File: config.mk
export PLATFORM = sky130hd
export DESIGN_NAME = rom_loader
export DESIGN_NICKNAME = d
export VERILOG_FILES = /design/src/rtl/rom_loader.sv
export SDC_FILE = /design/constraint.sdc
export NUM_CORES = 1
export LEC_CHECK = 0
export BUFFER_PORTS_ARGS = -buffer_cell sky130_fd_sc_hd__buf_4
export CORE_UTILIZATION = 35
export DETAILED_ROUTE_END_ITERATION = 8
export PLACE_DENSITY = 0.57
export SETUP_SLACK_MARGIN = 0.5
export SLEW_MARGIN = 5
export SYNTH_ARGS = -nofsm -noshare
export SYNTH_HDL_FRONTEND = slang
export SYNTH_SLANG_ARGS = --single-unit
export TNS_END_PERCENT = 30
File: constraint.sdc
create_clock -name clk -period 2.3 [get_ports clk]
set_input_delay 0.345 -clock clk [delete_from_list [all_inputs] [get_ports clk]]
set_output_delay 0.345 -clock clk [all_outputs]
set_load 0.005 [all_outputs]
File: src/rtl/rom_loader.sv
// Byte-stream to word-memory loader: packs bytes little-endian into 32-bit words
// and writes them to consecutive word addresses of a 2^AW-byte target memory.
module rom_loader #(
   parameter int LOAD_WORDS = 32,
   parameter int AW         = 7
) (
   input  logic        clk,
   input  logic        rst,
   input  logic        start,
   input  logic        abort,
   input  logic        in_valid,
   input  logic [7:0]  in_data,
   output logic        in_ready,
   output logic        wen,
   output logic [31:0] w_addr_o,
   output logic [31:0] w_data_o,
   output logic        busy,
   output logic        done,
   output logic [5:0]  words_written
);

   typedef enum logic [1:0] {IDLE, COLLECT, WRITE, DONE} state_t;

   localparam logic [5:0]    LAST_WORD = 6'(LOAD_WORDS);
   localparam logic [AW-1:0] WORD_STEP = AW'(4);

   state_t        state_q, state_d;
   logic [AW-1:0] addr_q, addr_d;
   logic [1:0]    cnt_q, cnt_d;
   logic [31:0]   data_q, data_d;
   logic [5:0]    words_q, words_d;

   always_ff @(posedge clk) begin
      if (rst) begin
         state_q <= IDLE;
         addr_q  <= '0;
         cnt_q   <= '0;
         data_q  <= '0;
         words_q <= '0;
      end else begin
         state_q <= state_d;
         addr_q  <= addr_d;
         cnt_q   <= cnt_d;
         data_q  <= data_d;
         words_q <= words_d;
      end
   end

   always_comb begin
      state_d = state_q;
      addr_d  = addr_q;
      cnt_d   = cnt_q;
      data_d  = data_q;
      words_d = words_q;
      case (state_q)
         IDLE: begin
            // abort arriving alongside start suppresses the start
            if (start && !abort) begin
               state_d = COLLECT;
               addr_d  = '0;
               cnt_d   = '0;
               data_d  = '0;
               words_d = '0;
            end
         end
         COLLECT: begin
            if (abort) begin
               state_d = IDLE;
               cnt_d   = '0;
            end else if (in_valid) begin
               data_d[{cnt_q, 3'b000} +: 8] = in_data;
               cnt_d = cnt_q + 2'd1;
               if (cnt_q == 2'd3) state_d = WRITE;
            end
         end
         WRITE: begin
            if (abort) begin
               state_d = IDLE;
               cnt_d   = '0;
            end else begin
               addr_d  = addr_q + WORD_STEP;
               words_d = words_q + 6'd1;
               cnt_d   = '0;
               state_d = (words_q + 6'd1 == LAST_WORD) ? DONE : COLLECT;
            end
         end
         DONE: begin
            if (start) begin
               state_d = COLLECT;
               addr_d  = '0;
               cnt_d   = '0;
               data_d  = '0;
               words_d = '0;
            end
         end
         default: state_d = IDLE;
      endcase
   end

   // An abort landing on the write cycle cancels that write outright.
   assign wen           = (state_q == WRITE) && !abort;
   assign in_ready      = (state_q == COLLECT);
   assign busy          = (state_q == COLLECT) || (state_q == WRITE);
   assign done          = (state_q == DONE);
   assign w_addr_o      = {{(32-AW){1'b0}}, addr_q};
   assign w_data_o      = data_q;
   assign words_written = words_q;

endmodule

## After elaboration in Yosys (flattened, before gate mapping)

Index checks and enable logic that the tools add are counted.

| operators by class | value |
|---|---|
| add/subtract/negate cells | 4 |
| equality and inequality tests | 12 |
| shift-type cells | 2 |
| muxes and demuxes | 27 |
| reduce and logical (&&, ||, !) cells | 11 |

Operators by type and width:

| cell | number |
|---|---|
| $mux 32 | 4 |
| $pmux 32 s3 | 1 |
| $bwmux 32 | 1 |
| $shift 8x7->32 const A | 1 |
| $shiftx 8x7->32 | 1 |
| $mux 2 | 11 |
| $mux 7 | 3 |
| $pmux 7 s3 | 1 |
| $mux 6 | 3 |
| $pmux 6 s3 | 1 |
| $pmux 2 s4 | 2 |
| $ne 2x2->1 const B | 5 |
| $reduce_and 4->1 | 2 |
| $add 7x3->7 const B | 1 |
| $neg 5->7 | 1 |
| $add 6x1->6 const B | 1 |
| $eq 2x2->1 const B | 3 |
| $eq 6x6->1 const B | 1 |
| $reduce_bool 3->1 | 2 |
| $reduce_and 5->1 | 1 |
| $ne 3x2->1 const B | 1 |
| $ne 3x3->1 const B | 1 |
| $reduce_and 3->1 | 1 |
| $add 2x1->2 const B | 1 |
| other kinds (5) | 6 |

| storage, ports and cells | value |
|---|---|
| flip-flop bits (word level) | 49 |
| output and inout bits | 74 |

## Depth between registers and ports, before layout

| depth | value |
|---|---|
| depth after elaboration | 6 |
| mapped depth | 8 |
| depth with buffers taken out | 6 |

## Worst setup path before layout

Ideal clock, no wire load.

| timing | value |
|---|---|
| path kind | reg-to-reg |
| start | register cnt_q[0] |
| end | register data_q[14], in the netlist w_data_o[14] |
| arrival | 1615 ps |
| path slack | 615 ps |
| stages on the path, launching flop included | 8 |
| clock period less this slack | 1685 ps |
| cells stage by stage | dfxtp_1 -> inv_1 -> ha_1 -> nand3b_1 -> clkbuf_1 -> nor3_1 -> nand4_1 -> a21oi_1 |

| between the ends | value |
|---|---|
| longest elaborated chain between the ends | 6 |
| elaborated cells on any way between the ends | 7 |
| those cells by class | add/sub (1); shift (2); mux (4) |

RTL lines:

| item | line | source |
|---|---|---|
| start: declaration | 29 | `logic [1:0] cnt_q, cnt_d;` |
| start signal: assignment | 43 | `cnt_q <= cnt_d;` |
| $neg 5->7 * | 71 | `data_d[{cnt_q, 3'b000} +: 8] = in_data;` |
| $shiftx 8x7->32 / $shift 8x7->32 (equally long branches) | 71 |  |
| $bwmux 32 * | 71 |  |
| $mux 32 * | 70 | `end else if (in_valid) begin` |
| $mux 32 * | 67 | `if (abort) begin` |
| $pmux 32 s3 * | 55 | `case (state_q)` |
| end signal: assignment | 44 | `data_q <= data_d;` |
| end: declaration | 30 | `logic [31:0] data_q, data_d;` |

Mark *: on every way between the ends. The rest lies on a longest branch, timed or not. The select of a mux whose other input is x is not followed.
A chain may end at the register's enable or synchronous reset.

## Final worst setup path

| timing | value |
|---|---|
| start | register state_q[0] |
| end | output port wen |

| between the ends | value |
|---|---|
| longest elaborated chain between the ends | 2 |

RTL lines:

| item | line | source |
|---|---|---|
| start: declaration | 27 | `state_t state_q, state_d;` |
| start signal: assignment | 41 | `state_q <= state_d;` |
| $eq 2x2->1 | 101 | `assign wen = (state_q == WRITE) && !abort;` |
| $logic_and 1x1->1 | 101 |  |
| end: declaration | 14 | `output logic wen,` |

Every way passes these cells.

==> qor.yml <==
io_buffers: 59
layout_common_cells: "buf_4 (71), dfxtp_1 (44), a21oi_1 (42)"
status: "finished, final reports clean"
drv_slew: 0
p_total_mw: 1.81
hold_violations: 0
antenna_left: 0
syn_avg_cell_area_sq_um: 8.23
cts.sinks: 47
startpoint_type: "flop"
layout_min_cycle_time_ns: 1.73
die_w_um: 92.0
grt.total_usage_pct: 17.0
crit_required_ns: 1.96
post-route-drc-count: 0
fin_crit_sh_pct: 75.4
fin_skew_ns: 0.00475
setup_viol: 0
antenna_cells: 0
nFillCells: 800
holdBufCountCts: 0
cts_max_level: 2
syn_to_final_growth_pct: 22.8
layout_commonest_cell: "buf_4"
yosys_warnings: 0
worstSkewPairLatency_ns: 0.30
arrival_ns: 1.39
layout.cells.non_filler: 497
start_util_pct: 36.5
ys_seq_elements: 47
dpl.hpwl_um: 5040
drive_gt1_share_pct: 26.3
cts_buffers: 5
via_per_inst: 5.27
num_rows: 32
grt-ovfl-total: 0
whs_path_depth: 3
die-area_sq_um: 8470
reg2regPathDepth: 6
path_clk_slew_ns: 0.09
power_leakage_nw: 1.36
drt-pass1-iter-count: 4
p_sw_uw: 597
vias: 2620
first_iter_violations: 177
cts_tree: "done"
seqPwrFrac_pct: 45.9
netlist_instances: 345
grt_max_degree: 49
chipHeight_um: 92.0
antenna_found_initial: 0
maxCapViolCount: 0
fin_setup_tns_ns: 0
hp-class: "input port to flop"
grt_pass1_wl_um: 11600
worstSetupPathType: "flop to primary output"
final_core_util_pct: 44.9
max_freq_mhz: 577
grt_pass1_vias: 2351
wl_um: 7320
final_nets: 419
p_comb_share_pct: 24.4
end_kind: "primary output"
synth_area_sq_um: 2840
yosysUniqueCellTypes: 42
power.internal_mw: 1.22
regArea_sq_um: 947
routabilityCongestion: 0.857
ir_worst_vdd_mv: 0.220
coreArea_sq_um: 7770
ios: 87
ys_seq_area_share_pct: 33.2
switching_share_pct: 32.9
clkPwrFrac_pct: 29.6
tightest_slew_ns: 0.509
max_slew_margin_pct: 65.7
cp_max_fo: 10
dpl.cell_count: 486
cts_buffer_depth: 2
multi_input_area_sq_um: 1680
avgRoutedWirePerCell_um: 14.7
root_buffer: "clkbuf_8"
grt_setup_unrepaired: "yes"
p_per_area_nw_per_um2: 520
-- layer usage --
metal	wire length (um)	global-route usage, %
met2	3310	26.7
met1	3560	23.4
met4	104	5.34
met5	0	0
met3	345	3.07
-- logic make-up (layout without fill, tap and decap cells) --
kind of cell / count (synthesis) / count (layout) / synth area share, %
adder cells (fa/ha/maj): 12 / 12 / 5.29
other: 1 / 27 / 0.132
AO/OA/AOI/OAI: 95 / 95 / 22.4
multiplexers: 3 / 3 / 1.06
buffers and inverters: 76 / 100 / 14.9
flip-flops: 47 / 47 / 33.2
XOR/XNOR: 4 / 4 / 1.23
AND/OR/NAND/NOR: 107 / 107 / 21.8
-- per-stage QoR --
step	hold WS (ns)	worst slack [ns]	instance area [sq um]
finish	0.322	0.566	3480
global route	0.313	0.459	3480
CTS	0.312	0.458	3370
detailed placement	0.459	0.240	3240
global placement	0.453	0.391	3240
floorplan	0.460	0.615	2940
-- cell usage after synthesis --
master      n  area (sq um)
dfxtp_1    47           941
buf_6       1          11.3
nand3_1     6          30.0
o21ai_0     2          10.0
nand4b_1    1          8.76
o2111ai_1   1          8.76
or4_1       1          7.51
nand4_1    36           225
xnor2_1     3          26.3
nor2b_2     1          8.76
buf_1       2          7.51
o21ai_1     2          10.0
conb_1      1          3.75
ha_1       12           150
nand2b_1    6          37.5
and4_1      1          8.76
a21oi_2     1          8.76
o32ai_1     2          17.5
nand2b_4    1          13.8
a221oi_2    1          15.0
inv_1      17          63.8
o21ai_2     1          8.76
nand3b_1    1          7.51
inv_2       1          3.75
clkbuf_1   13          48.8
a21oi_4     2          32.5
o22ai_1     1          6.26
xor2_1      1          8.76
o32a_1      1          10.0
a21oi_1    42           210
nor3_1     25           125
nand2_1    10          37.5
or3_1       5          31.3
nor2b_1     9          56.3
a21o_1      1          7.51
mux2i_1     3          30.0
nor3_2      1          10.0
o31ai_1    37           278
buf_4      31           233
o211ai_2    1          12.5
nor2_1      3          11.3
buf_2      11          55.1
-- registers in the layout, summed over array words and instances, names as in the netlist --
register       flops
addr_q             5
state_q            2
cnt_q              2
words_written      6
w_data_o          32
-- worst paths after layout --
kind	start	end	slack, ns
min reg2reg	w_data_o[18]	w_data_o[18]	0.47
min	in_data[3]	w_data_o[3]	0.32
max reg2reg	state_q[0]	cnt_q[0]	0.58
max	state_q[0]	wen	0.57
-- area by class of cell --
type	instances	area share, %
clock inverter	1	0.251
timing repair buffer	74	16.4
sequential	47	27.2
multi-input combinational	248	48.1
clock buffer	7	2.48
inverter	18	1.94
tap	102	3.66
-- worst max-delay path: stages, from the launching register on --
cell     delay (ns)
dfxtp_2        0.36
inv_1          0.14
ha_4           0.23
nor2b_2        0.22
buf_4          0.13
-- repair_timing --
item                       in CTS  in global routing
pin swaps                       0                  2
buffers inserted                0                  3
gates resized for setup         7                 19
setup endpoints to repair      41                 41
hold endpoints to repair        0                  0
-- power groups by stage --
stage / logic, mW / registers (mW) / clock network [mW]
6_report: 0.443 / 0.832 / 0.538
5_1_grt: 0.478 / 0.834 / 0.583
4_1_cts: 0.402 / 0.833 / 0.559
3_5_place_dp: 0.390 / 0.850 / 0
3_3_place_gp: 0.385 / 0.850 / 0
2_1_floorplan: 0.315 / 0.849 / 0
(Power assumes the default switching activity.)
